[src/rtl/peridot_board_i2c_regif_pkg.sv]
// Shared constants for the PERIDOT I2C slave protocol layer:
// FSM encoding, ACK/NACK levels, idle byte and pointer helpers.
package peridot_i2c_pkg;

   typedef enum logic [2:0] {
      ST_IDLE    = 3'd0,
      ST_DEVADDR = 3'd1,
      ST_REGADDR = 3'd2,
      ST_WRDATA  = 3'd3,
      ST_RDDATA  = 3'd4,
      ST_BUSWR   = 3'd5,
      ST_BUSRD   = 3'd6
   } regif_state_e;

   localparam logic       ACK_BIT   = 1'b1;
   localparam logic       NACK_BIT  = 1'b0;
   localparam logic [7:0] IDLE_BYTE = 8'hFF;

   // Register pointer advance; wraps 0xFF -> 0x00.
   function automatic logic [7:0] ptr_next(input logic [7:0] ptr);
      return ptr + 8'd1;
   endfunction

   function automatic logic is_bus_state(input regif_state_e st);
      return (st == ST_BUSWR) || (st == ST_BUSRD);
   endfunction

endpackage

[src/rtl/peridot_board_i2c_regif_if.sv]
// Single-byte Avalon-MM link between the I2C register interface (master)
// and the register file it accesses (slave).
interface peridot_board_i2c_regif_if;

   logic [7:0] avm_address;
   logic       avm_read;
   logic       avm_write;
   logic [7:0] avm_writedata;
   logic [7:0] avm_readdata;
   logic       avm_waitrequest;

   modport master (
      output avm_address,
      output avm_read,
      output avm_write,
      output avm_writedata,
      input  avm_readdata,
      input  avm_waitrequest
   );

   modport slave (
      input  avm_address,
      input  avm_read,
      input  avm_write,
      input  avm_writedata,
      output avm_readdata,
      output avm_waitrequest
   );

endinterface

[src/rtl/peridot_board_i2c_regif.sv]
// I2C slave protocol layer: decodes address/pointer/data from the byte engine
// event stream and runs single-byte Avalon-MM accesses while stretching SCL.
module peridot_board_i2c_regif
   import peridot_i2c_pkg::*;
#(
   parameter logic [6:0] DEVICE_ADDR = 7'h55
) (
   input  logic                              clk,
   input  logic                              reset_n,
   input  logic                              condi_start,
   input  logic                              condi_stop,
   input  logic                              done_byte,
   input  logic                              done_ack,
   input  logic [7:0]                        recieve_bytedata,
   input  logic                              recieve_ackdata,
   output logic                              ackwaitrequest,
   output logic                              send_ackdata,
   output logic [7:0]                        send_bytedata,
   output logic                              send_bytedatavalid,
   peridot_board_i2c_regif_if.master         avm
);

   regif_state_e state_q, state_d;
   logic [7:0]   ptr_q, ptr_d;
   logic [7:0]   addr_q, addr_d;
   logic [7:0]   wdata_q, wdata_d;
   logic [7:0]   sbyte_q, sbyte_d;
   logic         ack_q, ack_d;
   logic         sval_q, sval_d;
   logic         pstart_q, pstart_d;
   logic         pstop_q, pstop_d;
   logic         read_q, write_q, wait_q;

   // Next-state and next-output decode.
   always_comb begin
      state_d  = state_q;
      ptr_d    = ptr_q;
      addr_d   = addr_q;
      wdata_d  = wdata_q;
      sbyte_d  = sbyte_q;
      ack_d    = ack_q;
      sval_d   = sval_q;
      pstart_d = pstart_q;
      pstop_d  = pstop_q;

      case (state_q)
         ST_BUSWR, ST_BUSRD: begin
            // Bus conditions are only latched; the access must finish first.
            if (condi_start) begin
               pstart_d = 1'b1;
               pstop_d  = 1'b0;
            end else if (condi_stop) begin
               pstart_d = 1'b0;
               pstop_d  = 1'b1;
            end else begin
            end
            if (!avm.avm_waitrequest) begin
               if (state_q == ST_BUSWR) begin
                  ptr_d   = ptr_next(ptr_q);
                  state_d = ST_WRDATA;
               end else begin
                  sbyte_d = avm.avm_readdata;
                  sval_d  = 1'b1;
                  state_d = ST_RDDATA;
               end
               if (pstart_d) begin
                  state_d = ST_DEVADDR;
               end else if (pstop_d) begin
                  state_d = ST_IDLE;
               end else begin
               end
               pstart_d = 1'b0;
               pstop_d  = 1'b0;
            end else begin
            end
         end
         default: begin
            pstart_d = 1'b0;
            pstop_d  = 1'b0;
            if (condi_start) begin
               state_d = ST_DEVADDR;
            end else if (condi_stop) begin
               state_d = ST_IDLE;
            end else begin
               case (state_q)
                  ST_DEVADDR: begin
                     if (done_byte) begin
                        if (recieve_bytedata[7:1] != DEVICE_ADDR) begin
                           ack_d   = NACK_BIT;
                           state_d = ST_IDLE;
                        end else if (recieve_bytedata[0]) begin
                           ack_d   = ACK_BIT;
                           addr_d  = ptr_q;
                           state_d = ST_BUSRD;
                        end else begin
                           ack_d   = ACK_BIT;
                           state_d = ST_REGADDR;
                        end
                     end else begin
                     end
                  end
                  ST_REGADDR: begin
                     if (done_byte) begin
                        ptr_d   = recieve_bytedata;
                        ack_d   = ACK_BIT;
                        state_d = ST_WRDATA;
                     end else begin
                     end
                  end
                  ST_WRDATA: begin
                     if (done_byte) begin
                        addr_d  = ptr_q;
                        wdata_d = recieve_bytedata;
                        ack_d   = ACK_BIT;
                        state_d = ST_BUSWR;
                     end else begin
                     end
                  end
                  ST_RDDATA: begin
                     // Prefetch the next byte as soon as the current one is out.
                     if (done_byte) begin
                        ptr_d   = ptr_next(ptr_q);
                        addr_d  = ptr_next(ptr_q);
                        state_d = ST_BUSRD;
                     end else if (done_ack && !recieve_ackdata) begin
                        sval_d  = 1'b0;
                        state_d = ST_IDLE;
                     end else begin
                     end
                  end
                  default: begin
                  end
               endcase
            end
         end
      endcase

      if ((state_d == ST_IDLE) || (state_d == ST_DEVADDR)) begin
         sval_d = 1'b0;
      end else begin
      end
      if (state_d == ST_IDLE) begin
         ack_d = NACK_BIT;
      end else begin
      end
   end

   // State and output registers with synchronous active-low reset.
   always_ff @(posedge clk) begin
      if (!reset_n) begin
         state_q  <= ST_IDLE;
         ptr_q    <= 8'h00;
         addr_q   <= 8'h00;
         wdata_q  <= 8'h00;
         sbyte_q  <= IDLE_BYTE;
         ack_q    <= NACK_BIT;
         sval_q   <= 1'b0;
         pstart_q <= 1'b0;
         pstop_q  <= 1'b0;
         read_q   <= 1'b0;
         write_q  <= 1'b0;
         wait_q   <= 1'b0;
      end else begin
         state_q  <= state_d;
         ptr_q    <= ptr_d;
         addr_q   <= addr_d;
         wdata_q  <= wdata_d;
         sbyte_q  <= sbyte_d;
         ack_q    <= ack_d;
         sval_q   <= sval_d;
         pstart_q <= pstart_d;
         pstop_q  <= pstop_d;
         read_q   <= (state_d == ST_BUSRD);
         write_q  <= (state_d == ST_BUSWR);
         wait_q   <= is_bus_state(state_d);
      end
   end

   assign avm.avm_address    = addr_q;
   assign avm.avm_read       = read_q;
   assign avm.avm_write      = write_q;
   assign avm.avm_writedata  = wdata_q;
   assign ackwaitrequest     = wait_q;
   assign send_ackdata       = ack_q;
   assign send_bytedata      = sbyte_q;
   assign send_bytedatavalid = sval_q;

endmodule

[src/flat_wrapper.sv]
// flat-port wrapper written by rule: the top's interface ports become plain ports
module peridot_board_i2c_regif_flat import peridot_i2c_pkg::*;
#(
   parameter logic [6:0] DEVICE_ADDR = 7'h55
)
  (clk, reset_n, condi_start, condi_stop, done_byte, done_ack, recieve_bytedata, recieve_ackdata, ackwaitrequest, send_ackdata, send_bytedata, send_bytedatavalid, avm_avm_address, avm_avm_read, avm_avm_write, avm_avm_writedata, avm_avm_readdata, avm_avm_waitrequest);
  peridot_board_i2c_regif_if avm_i ();
  input  logic clk;
  input  logic reset_n;
  input  logic condi_start;
  input  logic condi_stop;
  input  logic done_byte;
  input  logic done_ack;
  input  logic [7:0] recieve_bytedata;
  input  logic recieve_ackdata;
  output logic ackwaitrequest;
  output logic send_ackdata;
  output logic [7:0] send_bytedata;
  output logic send_bytedatavalid;
  output wire logic [$bits(avm_i.avm_address)-1:0] avm_avm_address;
  output wire logic [$bits(avm_i.avm_read)-1:0] avm_avm_read;
  output wire logic [$bits(avm_i.avm_write)-1:0] avm_avm_write;
  output wire logic [$bits(avm_i.avm_writedata)-1:0] avm_avm_writedata;
  input wire logic [$bits(avm_i.avm_readdata)-1:0] avm_avm_readdata;
  input wire logic [$bits(avm_i.avm_waitrequest)-1:0] avm_avm_waitrequest;
  assign avm_avm_address = avm_i.avm_address;
  assign avm_avm_read = avm_i.avm_read;
  assign avm_avm_write = avm_i.avm_write;
  assign avm_avm_writedata = avm_i.avm_writedata;
  assign avm_i.avm_readdata = avm_avm_readdata;
  assign avm_i.avm_waitrequest = avm_avm_waitrequest;
  peridot_board_i2c_regif #(.DEVICE_ADDR(DEVICE_ADDR)) u_core (.clk(clk), .reset_n(reset_n), .condi_start(condi_start), .condi_stop(condi_stop), .done_byte(done_byte), .done_ack(done_ack), .recieve_bytedata(recieve_bytedata), .recieve_ackdata(recieve_ackdata), .ackwaitrequest(ackwaitrequest), .send_ackdata(send_ackdata), .send_bytedata(send_bytedata), .send_bytedatavalid(send_bytedatavalid), .avm(avm_i));
endmodule
[config.mk]
export PLATFORM = sky130hd
export DESIGN_NAME = peridot_board_i2c_regif_flat
export DESIGN_NICKNAME = d
export VERILOG_FILES = /design/src/rtl/peridot_board_i2c_regif_pkg.sv /design/src/rtl/peridot_board_i2c_regif_if.sv /design/src/rtl/peridot_board_i2c_regif.sv /design/src/flat_wrapper.sv
export SDC_FILE = /design/constraint.sdc
export NUM_CORES = 1
export LEC_CHECK = 0
export CAP_MARGIN = 20
export CORE_UTILIZATION = 40
export CTS_BUF_LIST = sky130_fd_sc_hd__clkbuf_16
export CTS_CLUSTER_SIZE = 24
export DETAILED_ROUTE_END_ITERATION = 10
export DONT_BUFFER_PORTS = 1
export GPL_TIMING_DRIVEN = 0
export HOLD_SLACK_MARGIN = 0.15
export PLACE_DENSITY_LB_ADDON = 0.08
export SLEW_MARGIN = 20
export SYNTH_ARGS = -nofsm -noshare
export SYNTH_HDL_FRONTEND = slang
export SYNTH_SLANG_ARGS = --single-unit
[constraint.sdc]
create_clock -name clk -period 2.6 [get_ports clk]
set_input_delay 0.52 -clock clk [delete_from_list [all_inputs] [get_ports clk]]
set_output_delay 0.52 -clock clk [all_outputs]
set_load 0.005 [all_outputs]
After elaboration in Yosys (flattened, before gate mapping). Cells that the tools add are included.

Bits of input ports: 24. Logic and storage cells: 110. Flip-flop bits (word level): 42.

Bitwise gates (word level): 6. Add/subtract/negate cells: 1. Equality and inequality tests: 24. Reductions and logical operators: 21. Mux-type cells: 46.

Operators by type and width (count): 2-to-1 mux 8 bit (11); 2-to-1 mux 3 bit (14); one-hot mux 8 bit (3 select lines) (1); 2-to-1 mux 1 bit (17); one-hot mux 8 bit (2 select lines) (1); == test 3 bit, second input constant (5); != test 2 bit, second input constant (7); AND reduction 7 bit (2); one-hot mux 3 bit (4 select lines) (1); != test 2 x 1 -> 1 bit, second input constant (5); AND reduction 9 bit (1); adder 8 x 1 -> 8 bit, second input constant (1); OR reduction 2 bit (4); != test 7 bit, second input constant (1); == test 3 x 1 -> 1 bit, second input constant (2); == test 3 x 2 -> 1 bit, second input constant (2); inverter 1 bit (6); AND reduction 3 bit (2); AND reduction 6 bit (1); nonzero test 2 bit (3); nonzero test 3 bit (2); AND reduction 5 bit (1); logical NOT 3 bit (1); != test 3 x 2 -> 1 bit, second input constant (1); other kinds (5) (6).

Longest topological paths before layout.
Word-level depth: 11. Gate-level depth with buffers: 8.

Worst setup path before layout. Ideal clock, no wire load.

Kind: input to register. Start point: input done_byte. End point: register u_core.ack_q (netlist: u_core.send_ackdata). Slack: 626 ps. Data required time: 2478 ps. Arrival: 1852 ps. Stages on the path: 6. Path through: buf_2 or3b_2 o22ai_2 a21oi_1 or2_1 o311a_1.

Longest elaborated chain between the ends: 7.

RTL lines: from (decl) (line flat_wrapper.sv:12) `input logic done_byte;`; 2-to-1 mux 3 bit (on tied branches); one-hot mux 3 bit (4 select lines) (line peridot_board_i2c_regif.sv:85) `case (state_q)`; 2-to-1 mux 3 bit (line peridot_board_i2c_regif.sv:82) `end else if (condi_stop) begin`; 2-to-1 mux 3 bit (line peridot_board_i2c_regif.sv:80) `if (condi_start) begin`; 2-to-1 mux 3 bit (line peridot_board_i2c_regif.sv:46) `case (state_q)`; logical NOT 3 bit (line peridot_board_i2c_regif.sv:142) `if (state_d == ST_IDLE) begin`; OR reduction 2 bit (no line); to (signal assigned) (line peridot_board_i2c_regif.sv:169) `ack_q <= ack_d;`; to (decl) (line peridot_board_i2c_regif.sv:28) `logic ack_q, ack_d;`.

Parallel ways exist; a longest one is shown, timed or not. A chain may end at the register's enable or synchronous reset.

Final worst setup path.
Start point: register u_core.state_q[0]. End point: register u_core.wait_q (netlist: u_core.ackwaitrequest).

Longest elaborated chain between the ends: 8.

RTL lines: from (decl) (line peridot_board_i2c_regif.sv:23) `regif_state_e state_q, state_d;`; from (signal assigned) (line peridot_board_i2c_regif.sv:164) `state_q <= state_d;`; 2-to-1 mux 3 bit / == test 3 bit (equally long branches) (line peridot_board_i2c_regif.sv:125, peridot_board_i2c_regif.sv:46, peridot_board_i2c_regif.sv:58); 2-to-1 mux 3 bit (on tied branches) (line peridot_board_i2c_regif.sv:121, peridot_board_i2c_regif.sv:58); one-hot mux 3 bit (4 select lines) / 2-to-1 mux 3 bit (equally long branches) (line peridot_board_i2c_regif.sv:85, peridot_board_i2c_regif.sv:68); 2-to-1 mux 3 bit (on tied branches) (line peridot_board_i2c_regif.sv:82, peridot_board_i2c_regif.sv:66); 2-to-1 mux 3 bit (on tied branches) (line peridot_board_i2c_regif.sv:80, peridot_board_i2c_regif.sv:57); 2-to-1 mux 3 bit * (line peridot_board_i2c_regif.sv:46); == test 3 bit (line peridot_board_i2c_regif_pkg.sv:25) `return (st == ST_BUSWR) || (st == ST_BUSRD);`; logical OR 1 bit * (line peridot_board_i2c_regif_pkg.sv:25); to (signal assigned) (line peridot_board_i2c_regif.sv:175) `wait_q <= is_bus_state(state_d);`; to (decl) (line peridot_board_i2c_regif.sv:32) `logic read_q, write_q, wait_q;`.

Mark *: on every way between the ends. The rest lies on a longest branch, timed or not.

==> flow_metrics.tcl <==
set metrics [dict create \
    status "finished clean" \
    cp.arrival_ps 2140 \
    use_met2 0.274 \
    dominantRegCellSynth "dfxtp_1" \
    firstDrtPassIters 4 \
    synth.net_count 287 \
    register_area_sq_um 841 \
    setup.worst_path.end "u_core.ackwaitrequest" \
    n_fill_cell 534 \
    gr-total-overflow 0 \
    worst_ep_required_time_ps 2750 \
    synthCells 262 \
    max_freq_mhz 502 \
    hold_viol_final 0 \
    leakagePower_uw 0.000924 \
    synth-edff-count 0 \
    vias 1880 \
    area_growth_pct 11.5 \
    slowest_delay_ps 610 \
    synth-async-reset-ratio 0 \
    track_usage 0.200 \
    clockBufferDepth 2 \
    synth-seq-area-share 0.394 \
    fin_crit_sh 0.767 \
    critPathCaptureType "flop" \
    die_w_um 75.1 \
    hold_buffers 0 \
    numCtsBuffers 5 \
    die_height_um 75.1 \
    cts_tree "done" \
    antenna_left 0 \
    reg2reg_from "u_core.state_q[0]" \
    post_cts_buffers 0 \
    drive_gt1_frac 0.0818 \
    num-nets-final 294 \
    dp_hpwl_um 3740 \
    multi_input_area_sq_um 1200 \
    clock_sinks 42 \
    worstPathMaxFanout 10 \
    dp_slack_ps 484 \
    cts_resized 0 \
    viasPerCell 5.55 \
    path_cells "buf_6 > clkbuf_1 > nor2_1 > o32ai_1 > o21bai_1 > a21oi_1" \
    skew_ps 2.35 \
    antenna_found_initial 0 \
    post_synth.cell_area_avg_sq_um 8.15 \
    use_met3 0.0602 \
    synth_area_sq_um 2130 \
    drcViolationCount 0 \
    root_buffer "clkbuf_16" \
    final_cell_count_no_fill 339 \
    clock_latency_ps 280 \
    top_usage_layer "met1" \
    num_rows 26 \
    setup_viol 0 \
    synth_cell_types 53 \
    max-cap-violations 0 \
    max-vdd-ir-drop_mv 0.350 \
    slew_violations 0 \
    power_uw 1440 \
    grt_pass1_wl_um 8450 \
    start_kind "flop" \
    critPathLaunch "u_core.state_q[0]" \
    final_cell_mix "dfxtp_1 (42), nand2_1 (31), nor2_1 (29)" \
    dieArea_sq_um 5630 \
    tns_ps 0 \
    gp_congestion 0.833 \
    drt_iter0_drc 114 \
    core_area_sq_um 5110 \
    tightest_slew_ps 664 \
    portBuffers 0 \
    clkTransAtPathRegs_ps 60 \
    io_pins 53 \
    start_util 0.418 \
    grt_pass1_vias 1645 \
    slew_headroom 0.557 \
    antenna_cells 0 \
    wl_per_cell_um 15.4 \
    rsz0062_at_grt "false" \
    use_met1 0.294 \
    r2r_end "u_core.ackwaitrequest" \
    reg2regPathDepth 6 \
    hp-class "in -> reg" \
    hold_slack_ps 357 \
    critPathKind "reg -> reg" \
    grt_start_max_net_pins 13 \
    final_common_cell "dfxtp_1" \
    setup_slack_ps 606 \
    fin_crit_ps 1990 \
    p_per_area_nw_per_um2 603 \
    worst_path_max_delay_cell "o32ai_1" \
    h-tree-depth 2 \
    synth-seq-cells 42 \
    dp.cells 332 \
    wl_um 5230 \
    ys_warn_count 0 \
    rrSetupSlack_ps 610 \
]
worst max-delay path: cells and delay by family (launching register included):
family,cells,cell delay (ps)
compound gates,3,930
buf+inv,2,500
flops,1,330
simple gates,1,90
power by group:
group | total (uW) | internal (uW) | switching (uW)
clock | 698 | 444 | 253
combinational | 86.5 | 32.1 | 54.3
sequential | 651 | 648 | 3.33
total | 1440 | 1120 | 311
cell families (layout without fill, tap and decap cells):
logic type / after synthesis / count (layout) / synth area share
AOI/OAI and AO/OA: 65 / 65 / 0.208
DFF: 42 / 42 / 0.394
xor gates and xnor gates: 8 / 8 / 0.0328
adders and majority gates: 1 / 1 / 0.00586
and+or+nand+nor: 116 / 116 / 0.273
buffers and inverters: 21 / 28 / 0.0451
muxes: 9 / 9 / 0.0422
worst min path at each step:
| stage | start | endpoint | slack [ps] | depth (start not counted) |
|---|---|---|---|---|
| after global routing | reset_n | u_core.state_q[0] | 360 | 1 |
| final | reset_n | u_core.state_q[0] | 360 | 1 |
| after floorplan | u_core.send_bytedata[0] | u_core.send_bytedata[0] | 460 | 2 |
| after detailed placement | u_core.send_bytedata[0] | u_core.send_bytedata[0] | 480 | 2 |
| after global placement | u_core.send_bytedata[0] | u_core.send_bytedata[0] | 480 | 2 |
| after CTS | reset_n | u_core.state_q[0] | 350 | 1 |
cell type report:
cell class | count | area share
Inverter | 5 | 0.00788
Clock buffer | 5 | 0.0525
Tap cell | 70 | 0.0368
Multi-Input combinational cell | 199 | 0.503
Buffer | 16 | 0.0326
Clock inverter | 2 | 0.0142
Sequential cell | 42 | 0.353
state kept, by name, indices dropped and copies added, names as in the netlist:
register,cells
u_core.ptr_q,8
u_core.ackwaitrequest,1
u_core.state_q,3
u_core.avm.avm_address,8
u_core.pstart_q,1
u_core.avm.avm_read,1
u_core.send_ackdata,1
u_core.avm.avm_writedata,8
u_core.send_bytedata,8
u_core.pstop_q,1
u_core.send_bytedatavalid,1
u_core.avm.avm_write,1
metrics by stage:
step                cell area (sq um)   util
CTS                              2380  0.466
floorplan                        2130      -
detailed placement               2220  0.435
global route                     2380  0.466
global placement                 2220  0.435
finish                           2380  0.466
synth_stat cells, types with 2 or more instances:
master,number,area [sq um]
dfxtp_1,42,841
nand2_1,31,116
o21a_1,2,15.0
inv_1,5,18.8
nor3b_1,2,15.0
xnor2_1,6,52.6
xor2_1,2,17.5
a211oi_1,8,60.1
and2_0,3,18.8
nand2b_1,2,12.5
buf_2,8,40.0
and3_1,4,25.0
mux2i_1,9,90.1
and2_1,2,12.5
nor3_1,5,25.0
nand3_1,16,80.1
a31oi_1,6,37.5
nand4_1,3,18.8
and3b_1,3,26.3
nor2_1,29,109
o31ai_1,3,22.5
o41ai_1,2,17.5
clkbuf_1,7,26.3
a21oi_1,13,65.1
nor2b_1,7,43.8
o21ai_0,14,70.1
o21bai_1,2,15.0
routing by layer:
layer / up-vias / wire, um / share of wire
met5: - / 0 / 0
met1: 851 / 2610 / 0.50
met4: 0 / 87 / 0.017
met2: 68 / 2120 / 0.41
li1: 953 / - / -
met3: 8 / 411 / 0.079
Power figures use the tool's default switching activity.
